**config.mk**
```make
export PLATFORM = sky130hd
export DESIGN_NAME = b13_anybit_dec_flat
export DESIGN_NICKNAME = d
export VERILOG_FILES = /design/src/rtl/b13_anybit_dec_if.sv /design/src/rtl/b13_anybit_dec.sv /design/src/flat_wrapper.sv
export SDC_FILE = /design/constraint.sdc
export NUM_CORES = 1
export LEC_CHECK = 0
export ABC_AREA = 1
export BUFFER_PORTS_ARGS = -buffer_cell sky130_fd_sc_hd__buf_2
export CAP_MARGIN = 15
export CORE_UTILIZATION = 35
export DETAILED_ROUTE_END_ITERATION = 8
export PLACE_DENSITY = 0.49
export SYNTH_ARGS = -nofsm -noshare
export SYNTH_HDL_FRONTEND = slang
export SYNTH_SLANG_ARGS = --single-unit
```
**constraint.sdc**
```tcl
create_clock -name clk -period 1.7 [get_ports clk]
set_input_delay 0.34 -clock clk [delete_from_list [all_inputs] [get_ports clk]]
set_output_delay 0.34 -clock clk [all_outputs]
set_load 0.01 [all_outputs]
```
**src/rtl/b13_anybit_dec_if.sv**
```systemverilog
// Handshake and output bundle for the any-bit one-hot decoder.
// The master drives codes in; the slave (decoder) drives ready and the decoded lines.
interface b13_anybit_dec_if #(
  parameter int SEL_SIZE = 4,
  parameter int OUT_SIZE = 1 << SEL_SIZE
);
  logic                enable;
  logic                in_valid;
  logic                in_ready;
  logic [SEL_SIZE-1:0] in_code;
  logic [OUT_SIZE-1:0] dec_out;
  logic                busy;
  logic                done;

  modport master (
    output enable, in_valid, in_code,
    input  in_ready, dec_out, busy, done
  );

  modport slave (
    input  enable, in_valid, in_code,
    output in_ready, dec_out, busy, done
  );
endinterface

```
**src/rtl/b13_anybit_dec.sv**
```systemverilog
// Sequential binary-to-one-hot decoder: accepts a code, drives its line for HOLD
// cycles, then stays quiet for GAP cycles before accepting the next code.
module b13_anybit_dec #(
  parameter int SEL_SIZE = 4,
  parameter int OUT_SIZE = 1 << SEL_SIZE,
  parameter int HOLD     = 4,
  parameter int GAP      = 1
) (
  input  logic              clk,
  input  logic              rst,
  b13_anybit_dec_if.slave   io_bus
);

  typedef enum logic [1:0] {ST_IDLE, ST_DRIVE, ST_GAP} state_t;

  localparam logic [15:0] HOLD_M1 = 16'(HOLD - 1);
  localparam logic [15:0] GAP_M1  = (GAP > 0) ? 16'(GAP - 1) : 16'd0;

  state_t              r_state;
  state_t              w_next_state;
  logic [15:0]         r_cnt;
  logic [15:0]         w_next_cnt;
  logic [SEL_SIZE-1:0] r_code;
  logic [SEL_SIZE-1:0] w_next_code;
  logic [OUT_SIZE-1:0] r_dec_out;
  logic [OUT_SIZE-1:0] w_next_dec;
  logic                w_cnt_zero;

  assign w_cnt_zero = (r_cnt == 16'd0);

  always_comb begin
    w_next_state = r_state;
    w_next_cnt   = r_cnt;
    w_next_code  = r_code;
    w_next_dec   = '0;

    unique case (r_state)
      ST_IDLE: begin
        if (io_bus.in_valid && io_bus.enable) begin
          w_next_code  = io_bus.in_code;
          w_next_cnt   = HOLD_M1;
          w_next_state = ST_DRIVE;
        end
      end
      ST_DRIVE: begin
        if (w_cnt_zero) begin
          if (GAP > 0) begin
            w_next_state = ST_GAP;
            w_next_cnt   = GAP_M1;
          end else begin
            w_next_state = ST_IDLE;
          end
        end else begin
          w_next_cnt = r_cnt - 16'd1;
        end
      end
      ST_GAP: begin
        if (w_cnt_zero) begin
          w_next_state = ST_IDLE;
        end else begin
          w_next_cnt = r_cnt - 16'd1;
        end
      end
      default: begin
        w_next_state = ST_IDLE;
        w_next_cnt   = '0;
      end
    endcase

    // Dropping enable abandons any pulse in flight without a done strobe.
    if (!io_bus.enable) begin
      w_next_state = ST_IDLE;
      w_next_cnt   = '0;
    end

    if (w_next_state == ST_DRIVE) begin
      w_next_dec[w_next_code] = 1'b1;
    end
  end

  always_ff @(posedge clk or posedge rst) begin
    if (rst) begin
      r_state   <= ST_IDLE;
      r_cnt     <= '0;
      r_code    <= '0;
      r_dec_out <= '0;
    end else begin
      r_state   <= w_next_state;
      r_cnt     <= w_next_cnt;
      r_code    <= w_next_code;
      r_dec_out <= w_next_dec;
    end
  end

  assign io_bus.dec_out  = r_dec_out;
  assign io_bus.in_ready = io_bus.enable && (r_state == ST_IDLE);
  assign io_bus.busy     = (r_state != ST_IDLE);
  assign io_bus.done     = (r_state == ST_DRIVE) && w_cnt_zero;

endmodule

```
**src/flat_wrapper.sv**
```systemverilog
// flat-port wrapper written by rule: the top's interface ports become plain ports
module b13_anybit_dec_flat 
#(
  parameter int SEL_SIZE = 4,
  parameter int OUT_SIZE = 1 << SEL_SIZE,
  parameter int HOLD     = 4,
  parameter int GAP      = 1
)
  (clk, rst, io_bus_enable, io_bus_in_valid, io_bus_in_code, io_bus_in_ready, io_bus_dec_out, io_bus_busy, io_bus_done);
  b13_anybit_dec_if #(.SEL_SIZE(SEL_SIZE), .OUT_SIZE(OUT_SIZE)) io_bus_i ();
  input  logic clk;
  input  logic rst;
  input wire logic [$bits(io_bus_i.enable)-1:0] io_bus_enable;
  input wire logic [$bits(io_bus_i.in_valid)-1:0] io_bus_in_valid;
  input wire logic [$bits(io_bus_i.in_code)-1:0] io_bus_in_code;
  output wire logic [$bits(io_bus_i.in_ready)-1:0] io_bus_in_ready;
  output wire logic [$bits(io_bus_i.dec_out)-1:0] io_bus_dec_out;
  output wire logic [$bits(io_bus_i.busy)-1:0] io_bus_busy;
  output wire logic [$bits(io_bus_i.done)-1:0] io_bus_done;
  assign io_bus_i.enable = io_bus_enable;
  assign io_bus_i.in_valid = io_bus_in_valid;
  assign io_bus_i.in_code = io_bus_in_code;
  assign io_bus_in_ready = io_bus_i.in_ready;
  assign io_bus_dec_out = io_bus_i.dec_out;
  assign io_bus_busy = io_bus_i.busy;
  assign io_bus_done = io_bus_i.done;
  b13_anybit_dec #(.SEL_SIZE(SEL_SIZE), .OUT_SIZE(OUT_SIZE), .HOLD(HOLD), .GAP(GAP)) u_core (.clk(clk), .rst(rst), .io_bus(io_bus_i));
endmodule
```
; Word level (Yosys, flattened, before mapping)
; Cells that the tools add are included.
[classes]
mux = 15
multipliers = 0
n_shift = 0
bitwise = 0
add_sub_neg = 1
reduce_logical = 8
eq_ne = 5
n_lt_le_gt_ge = 2
n_div = 0
[ops]
columns = cell, count
row1 = $mux W16, 5
row2 = $pmux W16 S3, 1
row3 = $logic_not A16 Y1, 1
row4 = $sub A16 B1 Y16 const B, 1
row5 = $mux W2, 4
row6 = $mux W4, 2
row7 = $pmux W2 S3, 1
row8 = $lt A4 B5 Y1 const B, 1
row9 = $demux W1 S4, 1
row10 = $eq A2 B1 Y1 const B, 2
row11 = $ge A4 B1 Y1 const B, 1
row12 = $logic_and A1 B1 Y1, 4
row13 = $ne A3 B2 Y1 const B, 1
row14 = $ne A3 B3 Y1 const B, 1
row15 = $eq A2 B2 Y1 const B, 1
row16 = $logic_not A2 Y1, 1
row17 = $reduce_and A2 Y1, 1
row18 = $reduce_bool A2 Y1, 1
row19 = $mux W1, 1
[totals]
mem_count = 0
reg_bits = 38
mem_bits_rw = 0
output_inout_bits = 19
latchBits = 0
wordCells = 35
rom_bits = 0

; Logic depth before layout (Yosys ltp)
; Gate-level depths: netlist of the first run.
[logic_depth]
ltp_word = 8
mapped_depth = 11
ltp_nobuf = 11

; Worst setup path after synthesis of the first run
; OpenSTA, ideal clock, no wires.
[synth_path]
path_kind = register to register
start = register u_core.r_cnt[0]
end = register u_core.r_cnt[11]
path_slack_ps = 193
stages_incl_launch_ff = 12
t_arrival_ps = 1392
cell_sequence = dfrtp_1 -> inv_1 -> ha_1 -> nand2_2 -> nor2_4 -> nand2_2 -> nand2_2 -> nand2_2 -> nand2_1 -> nand2_4 -> inv_2 -> nor2_1
[synth_between]
elab_chain_len = 4
elab_cells_between_ends = 8
cone_classes = 1 x add/sub / 1 x eq/ne / 4 x mux / 2 x reduce/logical
[synth_lines]
columns = element, line_no
row1 = "start, declared", b13_anybit_dec.sv:21  ; logic [15:0] r_cnt;
row2 = "start signal, assigned", b13_anybit_dec.sv:89  ; r_cnt <= w_next_cnt;
row3 = $sub A16 B1 Y16 or $logic_not A16 Y1 (tied branches), "b13_anybit_dec.sv:54, b13_anybit_dec.sv:61, b13_anybit_dec.sv:29"
row4 = $mux W16 (on tied branches), "b13_anybit_dec.sv:58, b13_anybit_dec.sv:46"
row5 = $pmux W16 S3, b13_anybit_dec.sv:37  ; unique case (r_state)
row6 = $mux W16, b13_anybit_dec.sv:71  ; if (!io_bus.enable) begin
; Parallel ways exist; a longest one is shown, timed or not. The select of a mux whose other input is x is not followed.
; A chain may end at the register's enable or synchronous reset.

; Worst setup path after layout of the first run
[layout_path]
start = register u_core.r_cnt[0]
end = output io_bus_done
[layout_between]
elab_chain_len = 2
[layout_lines]
columns = element, line_no
row1 = $logic_not A16 Y1, b13_anybit_dec.sv:29  ; assign w_cnt_zero = (r_cnt == 16'd0);
row2 = $logic_and A1 B1 Y1, b13_anybit_dec.sv:98  ; assign io_bus.done = (r_state == ST_DRIVE) && w_cnt_zero;
row3 = "end, declared", flat_wrapper.sv:19  ; output wire logic [$bits(io_bus_i.done)-1:0] io_bus_done;
; No other way between the ends.

==> flow_summary.json, run 1 <==
{
  "vias": 1847,
  "clock.fmax_mhz": 585.6,
  "p_leak_nw": 1.495,
  "fin_cells": 398,
  "worst_slew_margin_rel_pct": 66.96,
  "critical_path.cell_chain": "inv_2 > ha_4 > nand2_4 > nor2_4 > nand3_2 > inv_1 > buf_2",
  "top_cell_family_by_delay_on_the_critical_path": "flip-flops",
  "io_pins": 27,
  "first_global_vias": 1874,
  "crit_required_ps": 1360,
  "clockBufferDepth": 2,
  "rsz0062_at_grt": "yes",
  "syn_inst": 276,
  "die_w_um": 78.66,
  "yosys-top-cells-area": "sky130_fd_sc_hd__dfrtp_1, sky130_fd_sc_hd__nand2_1, sky130_fd_sc_hd__nor2_1, sky130_fd_sc_hd__inv_1, sky130_fd_sc_hd__nand3_1",
  "synth_warn": 0,
  "worst-setup-path-type": "flip-flop to primary output",
  "async_flop_share_pct": 100.0,
  "synth-edff-count": 0,
  "finalSetupViolCount": 1,
  "flip_flop_and_latch_count_after_synthesis": 38,
  "timing.critical_path.arrival_ps": 1370,
  "synth_cell_type_count": 26,
  "final_layout_size_suffix_gt1_share_pct": 28.83,
  "final_util_pct": 46.80,
  "finalSetupTns_ps": -7.618,
  "worst-path-max-fanout": 4,
  "syn2layout_area_growth_pct": 26.82,
  "yosysTopAreaCellShare_pct": 46.23,
  "netlist_area_mm2": 0.002057,
  "synth_flop_cell": "sky130_fd_sc_hd__dfrtp_1",
  "vias_per_cell": 4.641,
  "timing.final.max_slew_violations": 0,
  "io_buffers": 26,
  "drc": 0,
  "run_status": "finished with violations",
  "first_pass_grt_wire_length_mm": 8.376,
  "dpl_worst_slack_ps": 44.81,
  "setup.worst_path.start_class": "flip-flop",
  "hold_path.class": "input port to async pin",
  "coreArea_mm2": 0.005574,
  "cts.sink_count": 38,
  "fin_nets": 334,
  "timing.final.ws_setup_ps": -7.618,
  "final.period_utilization_pct": 100.4,
  "grt_remaining_overflow": 0,
  "post-synth-top-area-cell": "sky130_fd_sc_hd__dfrtp_1",
  "violations": "setup timing",
  "layout_commonest_cell": "sky130_fd_sc_hd__nand2_1",
  "detail_route.iter0.violations": 101,
  "initial_utilization_pct": 36.90,
  "cp.buffers_inverters": 3,
  "worst_path_max_delay_cell": "sky130_fd_sc_hd__dfrtp_1",
  "synthesis.nets": 285,
  "critical_path.endpoint_type": "primary output",
  "drv.max_cap_violation_count": 0,
  "power_mw": 5.885,
  "report.final.hold_viol_count": 0,
  "cts_max_level": 2,
  "crit_path_max_incr_delay_ps": 390,
  "dp_cells": 380,
  "antenna_found_initial": 0,
  "antennaDiodeCount": 0,
  "routedWlPerCell_um": 12.53,
  "final_antenna_net_count": 0,
  "tightestPinTransition_ps": 495.6,
  "worst_skew_pair.late_latency_ps": 300,
  "tritoncts.num_buffers": 5,
  "power-per-cell-area_mw_per_mm2": 2256,
  "clock_tree_from_tritoncts": "built",
  "drt_pass1_iterations": 4,
  "die-area_mm2": 0.006187,
  "chipHeight_um": 78.66,
  "drt_wl_total_mm": 4.985,
  "grt_start_max_net_pins": 39,
  "ctsRootBufferMaster": "sky130_fd_sc_hd__clkbuf_8",
  "gr-usage-all-layers_pct": 17.94,
  "post_synth.cell_area_avg_um2": 7.453,
  "ys_seq_area_share_pct": 46.23,
  "place_hpwl_mm": 3.576,
  "fp-row-count": 27,
  "gp_congestion": 0.8371,
  "timing.clock.skew_ps": 9.886,
  "mostFrequentLayoutCells": "sky130_fd_sc_hd__nand2_1, sky130_fd_sc_hd__nor2_1, sky130_fd_sc_hd__inv_1, sky130_fd_sc_hd__dfrtp_1, sky130_fd_sc_hd__buf_2",
  "vdd_ir_drop_max_mv": 0.8633,
  "finalWorstPathRequiredPeriod_ps": 1708,
  "clkTransAtPathRegs_ps": 80
}
## synthesized netlist by cell type (2+ instances only)
cell type / count
sky130_fd_sc_hd__nand4_1: 11
sky130_fd_sc_hd__nand2_1: 79
sky130_fd_sc_hd__inv_2: 3
sky130_fd_sc_hd__dfrtp_1: 38
sky130_fd_sc_hd__nand2_2: 7
sky130_fd_sc_hd__inv_4: 2
sky130_fd_sc_hd__nor2_1: 48
sky130_fd_sc_hd__nor2_2: 5
sky130_fd_sc_hd__nor2_4: 2
sky130_fd_sc_hd__nand2_4: 3
sky130_fd_sc_hd__nand3_1: 24
sky130_fd_sc_hd__o21ai_1: 2
sky130_fd_sc_hd__inv_1: 39
## power breakdown
part | switching [mW] | internal [mW] | leakage [nW]
Sequential | 0.188 | 1.17 | 0.509
Combinational | 2.24 | 1.35 | 0.917
Clock | 0.348 | 0.588 | 0.0683
## kinds of logic (layout without fill, tap and decap cells)
| group | after synthesis | in the layout | synth area share [%] |
|---|---|---|---|
| compound gates | 6 | 6 | 2.190 |
| xor+xnor | 1 | 1 | 0.4259 |
| fa+ha+maj | 1 | 1 | 0.6082 |
| buf+inv | 47 | 97 | 9.428 |
| flops | 38 | 38 | 46.23 |
| simple gates | 183 | 183 | 41.12 |
## worst min-delay path, delay by kind of cell
kind / cells / cell delay [ps]
buffers and inverters: 3 / 540
## metal layers
metal | up-vias | wire (um) | global-route usage (%)
li1 | 937 | - | -
met1 | 855 | 2217 | 21.11
met2 | 43 | 2426 | 30.78
met3 | 12 | 223 | 4.767
met4 | 0 | 116 | 7.222
met5 | - | 0 | 0
## per-stage QoR
stage          instance area [um^2]  hold WS (ps)
3_5_place_dp                   2333         473.2
3_3_place_gp                   2333         461.9
2_1_floorplan                  2057         448.8
5_1_grt                        2609         199.5
6_report                       2609         147.0
4_1_cts                        2546         159.0
## repair_timing
item / CTS / global route
pin swaps: 5 / 5
gates resized for setup: 9 / 9
hold buffers: 0 / 0
buffers inserted: 6 / 4
setup endpoints to repair: 1 / 11
## path summary, 6_finish.rpt
check / from / to / cells after the start / slack, ps
min reg2reg: u_core.r_cnt[1]$_DFFE_PP0P_ / u_core.r_cnt[1]$_DFFE_PP0P_ / 2 / 510
max in group asynchronous: rst / u_core.r_cnt[3]$_DFFE_PP0P_ / 3 / 1190
max: u_core.r_cnt[0]$_DFFE_PP0P_ / io_bus_done / 7 / -8
min in group clk: io_bus_in_code[1] / u_core.r_code[1]$_DFF_PP0_ / 3 / 330
min: rst / u_core.io_bus.dec_out[0]$_DFF_PP0_ / 3 / 150
max reg2reg: u_core.r_cnt[0]$_DFFE_PP0P_ / u_core.r_cnt[13]$_DFFE_PP0P_ / 12 / 70
## sequential cells by signal (all words and copies together), names as in the netlist
name / flops
u_core.r_code: 4
u_core.r_state: 2
u_core.io_bus.dec_out: 16
u_core.r_cnt: 16
## area by class of cell
cell class              instances  area [um^2]
multi-input cells             191        973.4
repair buffers                 45        285.3
fillers                       573         2965
inverters                      44        170.2
well taps                      72        90.09
flip-flops and latches         38        952.2
clock buffers                   5        68.82
clock inverters                 3        68.82
Note: power is estimated with default switching activity, not from simulation.
==> run 2: changes to the inputs <==
--- a/config.mk
+++ b/config.mk
@@ -5,7 +5,6 @@
 export SDC_FILE = /design/constraint.sdc
 export NUM_CORES = 1
 export LEC_CHECK = 0
-export ABC_AREA = 1
 export BUFFER_PORTS_ARGS = -buffer_cell sky130_fd_sc_hd__buf_2
 export CAP_MARGIN = 15
 export CORE_UTILIZATION = 35
==> run 2 against run 1 <==
The flow still finishes with violations (setup timing). Sequential share of layout area fell by 2.4 points. Count of clock-buffer cells in the layout did not move. Synthesized cell count fell by 30%. Utilization rose by 7.5 points. First-iteration DRC count fell by 3.0%. Critical path type unchanged. Largest power group unchanged.
==> flow_summary.json, run 2 <==
{
  "violations": "setup timing",
  "finalWorstPathRequiredPeriod_ps": 2158,
  "async_flop_share_pct": 100.0,
  "yosys-top-cells-count": "sky130_fd_sc_hd__dfrtp_1, sky130_fd_sc_hd__nor2_1, sky130_fd_sc_hd__nand2_1",
  "vias_per_cell": 5.058,
  "crit_path_max_incr_delay_ps": 390,
  "worst-setup-path-type": "flip-flop to primary output",
  "clkTransAtPathRegs_ps": 80,
  "fin_nets": 283,
  "flip_flop_and_latch_count_after_synthesis": 38,
  "detail_route.iter0.violations": 98,
  "synthMostInstantiatedCell": "sky130_fd_sc_hd__dfrtp_1",
  "final_layout_size_suffix_gt1_share_pct": 44.73,
  "ctsRootBufferMaster": "sky130_fd_sc_hd__clkbuf_8",
  "hold_path.class": "input port to async pin",
  "finalSetupTns_ps": -7238,
  "antenna_found_initial": 0,
  "timing.final.max_slew_violations": 0,
  "gr-usage-all-layers_pct": 17.36,
  "drv.max_cap_violation_count": 0,
  "final_antenna_net_count": 0,
  "place_hpwl_mm": 3.321,
  "timing.final.ws_setup_ps": -457.7,
  "syn_inst": 194,
  "timing.critical_path.arrival_ps": 1820,
  "power-per-cell-area_mw_per_mm2": 2451,
  "num-fill-cells": 473,
  "first_global_vias": 1597,
  "first_pass_grt_wire_length_mm": 7.355,
  "crit_required_ps": 1360,
  "drt_wl_total_mm": 4.706,
  "syn2layout_area_growth_pct": 47.91,
  "post-synth-top-area-cell": "sky130_fd_sc_hd__dfrtp_1",
  "cp.buffers_inverters": 2,
  "routedWlPerCell_um": 13.64,
  "setup.worst_path.start_class": "flip-flop",
  "run_status": "finished with violations",
  "initial_utilization_pct": 36.68,
  "tritoncts.num_buffers": 5,
  "clockBufferDepth": 2,
  "clock_tree_from_tritoncts": "built",
  "yosysTopAreaCellShare_pct": 50.43,
  "finalHoldWorstSlack_ps": 153.8,
  "vdd_ir_drop_max_mv": 1.130,
  "worst_setup_path_startpoint": "u_core.r_cnt[5]$_DFFE_PP0P_",
  "dpl_worst_slack_ps": -236.1,
  "rsz0062_at_grt": "yes",
  "coreArea_mm2": 0.005140,
  "chipHeight_um": 75.40,
  "ys_seq_area_share_pct": 50.43,
  "grt_remaining_overflow": 0,
  "synth_cell_type_count": 47,
  "worst_skew_pair.late_latency_ps": 290,
  "yosys-top-cells-area": "sky130_fd_sc_hd__dfrtp_1, sky130_fd_sc_hd__nor2_1, sky130_fd_sc_hd__a21oi_1, sky130_fd_sc_hd__nand2_1, sky130_fd_sc_hd__inv_1",
  "final.period_utilization_pct": 126.9,
  "drc": 0,
  "worst_slew_margin_rel_pct": 61.46,
  "vias": 1745,
  "rrSetupSlack_ps": -310,
  "netlist_area_mm2": 0.001886,
  "finalSetupViolCount": 34,
  "top_cell_family_by_delay_on_the_critical_path": "simple AND/OR/NAND/NOR gates",
  "tightestPinTransition_ps": 570.1,
  "layout_commonest_cell": "sky130_fd_sc_hd__buf_4",
  "io_buffers": 26,
  "synthesis.nets": 203,
  "cts.sink_count": 38,
  "synth-edff-count": 0,
  "cts_max_level": 2,
  "io_pins": 27,
  "clock.fmax_mhz": 463.5,
  "gp_congestion": 0.8383,
  "critical_path.cell_chain": "or3_4 > or2_4 > nor3_4 > nand2_1 > inv_1 > buf_2",
  "die-area_mm2": 0.005685,
  "die_w_um": 75.40,
  "report.final.hold_viol_count": 0,
  "synth_flop_cell": "sky130_fd_sc_hd__dfrtp_1",
  "post_synth.cell_area_avg_um2": 9.719,
  "p_leak_nw": 1.366,
  "crit-reg2reg-launch": "u_core.r_cnt[5]$_DFFE_PP0P_",
  "mostFrequentLayoutCells": "sky130_fd_sc_hd__buf_4, sky130_fd_sc_hd__dfrtp_1, sky130_fd_sc_hd__nor2_1",
  "fp-row-count": 26,
  "antennaDiodeCount": 0,
  "timing.clock.skew_ps": 3.140,
  "worst_path_max_delay_cell": "sky130_fd_sc_hd__dfrtp_1",
  "worst-path-max-fanout": 2,
  "grt_start_max_net_pins": 39,
  "critical_path.endpoint_type": "primary output",
  "drt_pass1_iterations": 4,
  "synth_warn": 0
}
[run 2: changes by cell type in the layout (fill, tap and decap cells not counted), sizes merged, moves of 6 or more]
cell,previous run,this run
a21oi,1,11
buf,45,79
inv,44,12
nand2,89,13
nand3,25,5
nand4,11,0
nor2,56,30
nor3,1,7
o21ai,5,13
or3,0,6
[run 2: final cells by class]
class / count / area, um^2 / share of cell area [%]
well taps: 70 / 87.58 / 3.140
inverters: 12 / 45.04 / 1.615
flip-flops and latches: 38 / 950.9 / 34.10
repair buffers: 79 / 571.8 / 20.50
clock buffers: 5 / 68.82 / 2.467
multi-input cells: 138 / 996.0 / 35.71
clock inverters: 3 / 68.82 / 2.467
[run 2: path summary, 6_finish.rpt]
path,to,depth (start not counted)
max,io_bus_done,6
min,u_core.r_cnt[11]$_DFFE_PP0P_,3
max reg2reg,u_core.r_cnt[7]$_DFFE_PP0P_,7
min reg2reg,u_core.r_cnt[1]$_DFFE_PP0P_,2
max in group asynchronous,u_core.io_bus.dec_out[5]$_DFF_PP0_,3
min in group clk,u_core.r_code[1]$_DFF_PP0_,3
[run 2: tightest hold or removal path, delay by kind of cell]
kind | cells | cell delay [ps]
buffers and inverters | 3 | 550
[run 2: timing repair]
action | in CTS | in global routing
gates resized for setup | 15 | 17
endpoints found under the setup margin | 35 | 37
hold buffers | 0 | 0
cloned | 1 | 0
setup buffers | 4 | 8
pin swaps | 16 | 17
[run 2: power breakdown]
group,internal (mW),total (mW),switching [mW]
Combinational,2.21,4.54,2.33
Sequential,1.17,1.37,0.200
Clock,0.588,0.923,0.335
[run 2: through the flow]
stage | power, mW | area (um^2) | utilization [%] | instances
2_1_floorplan | 3.615 | 1904 | - | 194
5_1_grt | 7.326 | 2789 | 54.26 | 345
6_report | 6.835 | 2789 | 54.26 | 345
4_1_cts | 6.370 | 2666 | 51.87 | 338
3_5_place_dp | 4.996 | 2395 | 46.59 | 325
3_3_place_gp | 4.914 | 2395 | 46.59 | 325
[run 2: kinds of logic after synthesis]
kind of cell	share of synthesized area (%)
AND/OR/NAND/NOR	24.62
XOR/XNOR	2.323
AO/OA/AOI/OAI	17.65
adder cells (fa/ha/maj)	0.6635
flip-flops	50.43
buffers and inverters	4.313
[run 2: routing by layer]
metal	global-route usage (%)	vias up	routed length (um)
met4	5.350	0	28
met2	27.08	50	2252
li1	-	857	-
met3	3.836	4	211
met5	0	-	0
met1	24.16	834	2214
==> run 3: changes to the inputs <==
--- a/config.mk
+++ b/config.mk
@@ -10,6 +10,7 @@
 export CORE_UTILIZATION = 35
 export DETAILED_ROUTE_END_ITERATION = 8
 export PLACE_DENSITY = 0.49
+export SKIP_LAST_GASP = 1
 export SYNTH_ARGS = -nofsm -noshare
 export SYNTH_HDL_FRONTEND = slang
 export SYNTH_SLANG_ARGS = --single-unit
==> constraint.sdc (replaced) <==
create_clock -name clk -period 2.55 [get_ports clk]
set_input_delay 0.51 -clock clk [delete_from_list [all_inputs] [get_ports clk]]
set_output_delay 0.51 -clock clk [all_outputs]
set_load 0.01 [all_outputs]
==> run 3 against run 2 <==
The run now ends clean. Utilization shrank 10 points. Sequential cell count is the same. Register-to-register slack gained 730 ps. Via count shrank 12%. Cell count shrank 14%. Hold slack gained 170 ps. Combinational power shrank 59%. Critical endpoint unchanged. Critical path depth is the same. Die area is the same.
==> flow_summary.json, run 3 (same netlist as run 2, synthesis figures left out) <==
{
  "run_status": "complete, no violations",
  "fin_cells": 295,
  "tritoncts.num_buffers": 5,
  "die_w_um": 75.40,
  "place_hpwl_mm": 3.052,
  "clock.fmax_mhz": 420.7,
  "power-per-cell-area_mw_per_mm2": 1537,
  "ctsRootBufferMaster": "sky130_fd_sc_hd__clkbuf_8",
  "io_pins": 27,
  "timing.clock.skew_ps": 5.945,
  "report.final.hold_viol_count": 0,
  "antennaDiodeCount": 0,
  "drt_wl_total_mm": 4.214,
  "die-area_mm2": 0.005685,
  "chipHeight_um": 75.40,
  "vias_per_cell": 5.210,
  "worst_skew_pair.late_latency_ps": 290,
  "finalWorstPathRequiredPeriod_ps": 2377,
  "vias": 1537,
  "grt_util_met3_pct": 3.836,
  "dp_cells": 287,
  "tightestPinTransition_ps": 585.5,
  "post-cts-setup-buffers": 0,
  "timing.final.ws_setup_ps": 173.1,
  "routedWlPerCell_um": 14.28,
  "drc": 0,
  "final_layout_size_suffix_gt1_share_pct": 22.67,
  "worst_path_max_delay_cell": "sky130_fd_sc_hd__or3_4",
  "antenna_found_initial": 0,
  "num-fill-cells": 545,
  "critical_path.cell_chain": "or3_4 > or2_4 > nor3_4 > nand2_1 > inv_1 > buf_2",
  "crit_path_max_incr_delay_ps": 450,
  "fp-row-count": 26,
  "layout_commonest_cell": "sky130_fd_sc_hd__dfrtp_1",
  "detail_route.iter0.violations": 90,
  "drv.max_cap_violation_count": 0,
  "power_mw": 3.459,
  "timing.final.max_slew_violations": 0,
  "grt_start_max_net_pins": 39,
  "worst-setup-path-type": "flip-flop to primary output",
  "setup.worst_path.start_class": "flip-flop",
  "drt_pass1_iterations": 4,
  "cts.sink_count": 38,
  "finalHoldWorstSlack_ps": 324.5,
  "crit_required_ps": 2040,
  "final_util_pct": 43.79,
  "gr-usage-all-layers_pct": 16.10,
  "worst-path-max-fanout": 7,
  "timing.critical_path.arrival_ps": 1870,
  "cts_max_level": 2,
  "first_pass_grt_wire_length_mm": 6.817,
  "initial_utilization_pct": 36.68,
  "io_buffers": 26,
  "critical_path.endpoint_type": "primary output",
  "dpl-instance-area_mm2": 0.002097,
  "syn2layout_area_growth_pct": 19.38,
  "globalRoute.busiestLayer": "met2",
  "final_area_mm2": 0.002251,
  "vdd_ir_drop_max_mv": 0.6954,
  "worst_setup_path_startpoint": "u_core.r_cnt[3]$_DFFE_PP0P_",
  "clockBufferDepth": 2,
  "clkTransAtPathRegs_ps": 80,
  "p_leak_nw": 1.081,
  "gp_congestion": 0.8216,
  "finalSetupViolCount": 0,
  "groute.layer.met2.usage_pct": 25.40,
  "first_global_vias": 1437,
  "rsz0062_at_grt": "no",
  "crit-reg2reg-launch": "u_core.r_cnt[3]$_DFFE_PP0P_",
  "hold_path.class": "input port to async pin",
  "final.period_utilization_pct": 93.21,
  "finalSetupTns_ps": 0,
  "worst_slew_margin_rel_pct": 60.42,
  "clock_tree_from_tritoncts": "built",
  "grt_remaining_overflow": 0,
  "final_antenna_net_count": 0,
  "dpl_worst_slack_ps": 352.1,
  "fin_nets": 233,
  "use_met1_pct": 21.92,
  "coreArea_mm2": 0.005140,
  "mostFrequentLayoutCells": "sky130_fd_sc_hd__dfrtp_1, sky130_fd_sc_hd__nor2_1, sky130_fd_sc_hd__buf_2"
}
==> run 3: cell count changes in the layout (fill, tap and decap cells not counted), sizes merged <==
cell   delta
buf      -49
o21ai     -1
==> run 3: layout make-up <==
cell class	instances	area (um^2)	area share, %
Tap cell	70	87.58	3.891
Clock inverter	3	68.82	3.057
Sequential cell	38	950.9	42.25
Inverter	12	45.04	2.001
Clock buffer	5	68.82	3.057
Timing Repair Buffer	30	160.2	7.115
Multi-Input combinational cell	137	869.6	38.63
==> run 3: report_power, final <==
part	leakage [nW]	internal, mW	switching (mW)	total, mW
registers	0.516	0.781	0.218	0.999
clock network	0.0683	0.392	0.222	0.614
logic	0.497	0.733	1.11	1.85
total	1.08	1.91	1.55	3.46
==> run 3: worst max-delay path, delay by kind of cell, from the launching register on <==
kind          cells  cell delay (ps)
buf+inv           2              180
simple gates      4              960
flops             1              430
==> run 3: layer usage <==
layer	wire, um	vias to the layer above
met1	2011	743
met3	136	2
met4	29	0
met2	2037	30
li1	-	762
met5	0	-
==> run 3: path summary, 6_finish.rpt <==
kind / endpoint / slack, ps / depth (start not counted)
worst max register to register: u_core.r_cnt[13]$_DFFE_PP0P_ / 420 / 5
worst min register to register: u_core.r_cnt[14]$_DFFE_PP0P_ / 510 / 1
worst max-delay path: io_bus_done / 170 / 6
worst min-delay path: u_core.r_cnt[7]$_DFFE_PP0P_ / 320 / 3
min in group clk: u_core.r_code[1]$_DFF_PP0_ / 490 / 3
max in group asynchronous: u_core.r_cnt[10]$_DFFE_PP0P_ / 1900 / 3
==> run 3: repair_timing <==
| action | in CTS | in global routing |
|---|---|---|
| hold buffers | 0 | 0 |
| setup endpoints to repair | 0 | 1 |
| resized for setup | 0 | 3 |
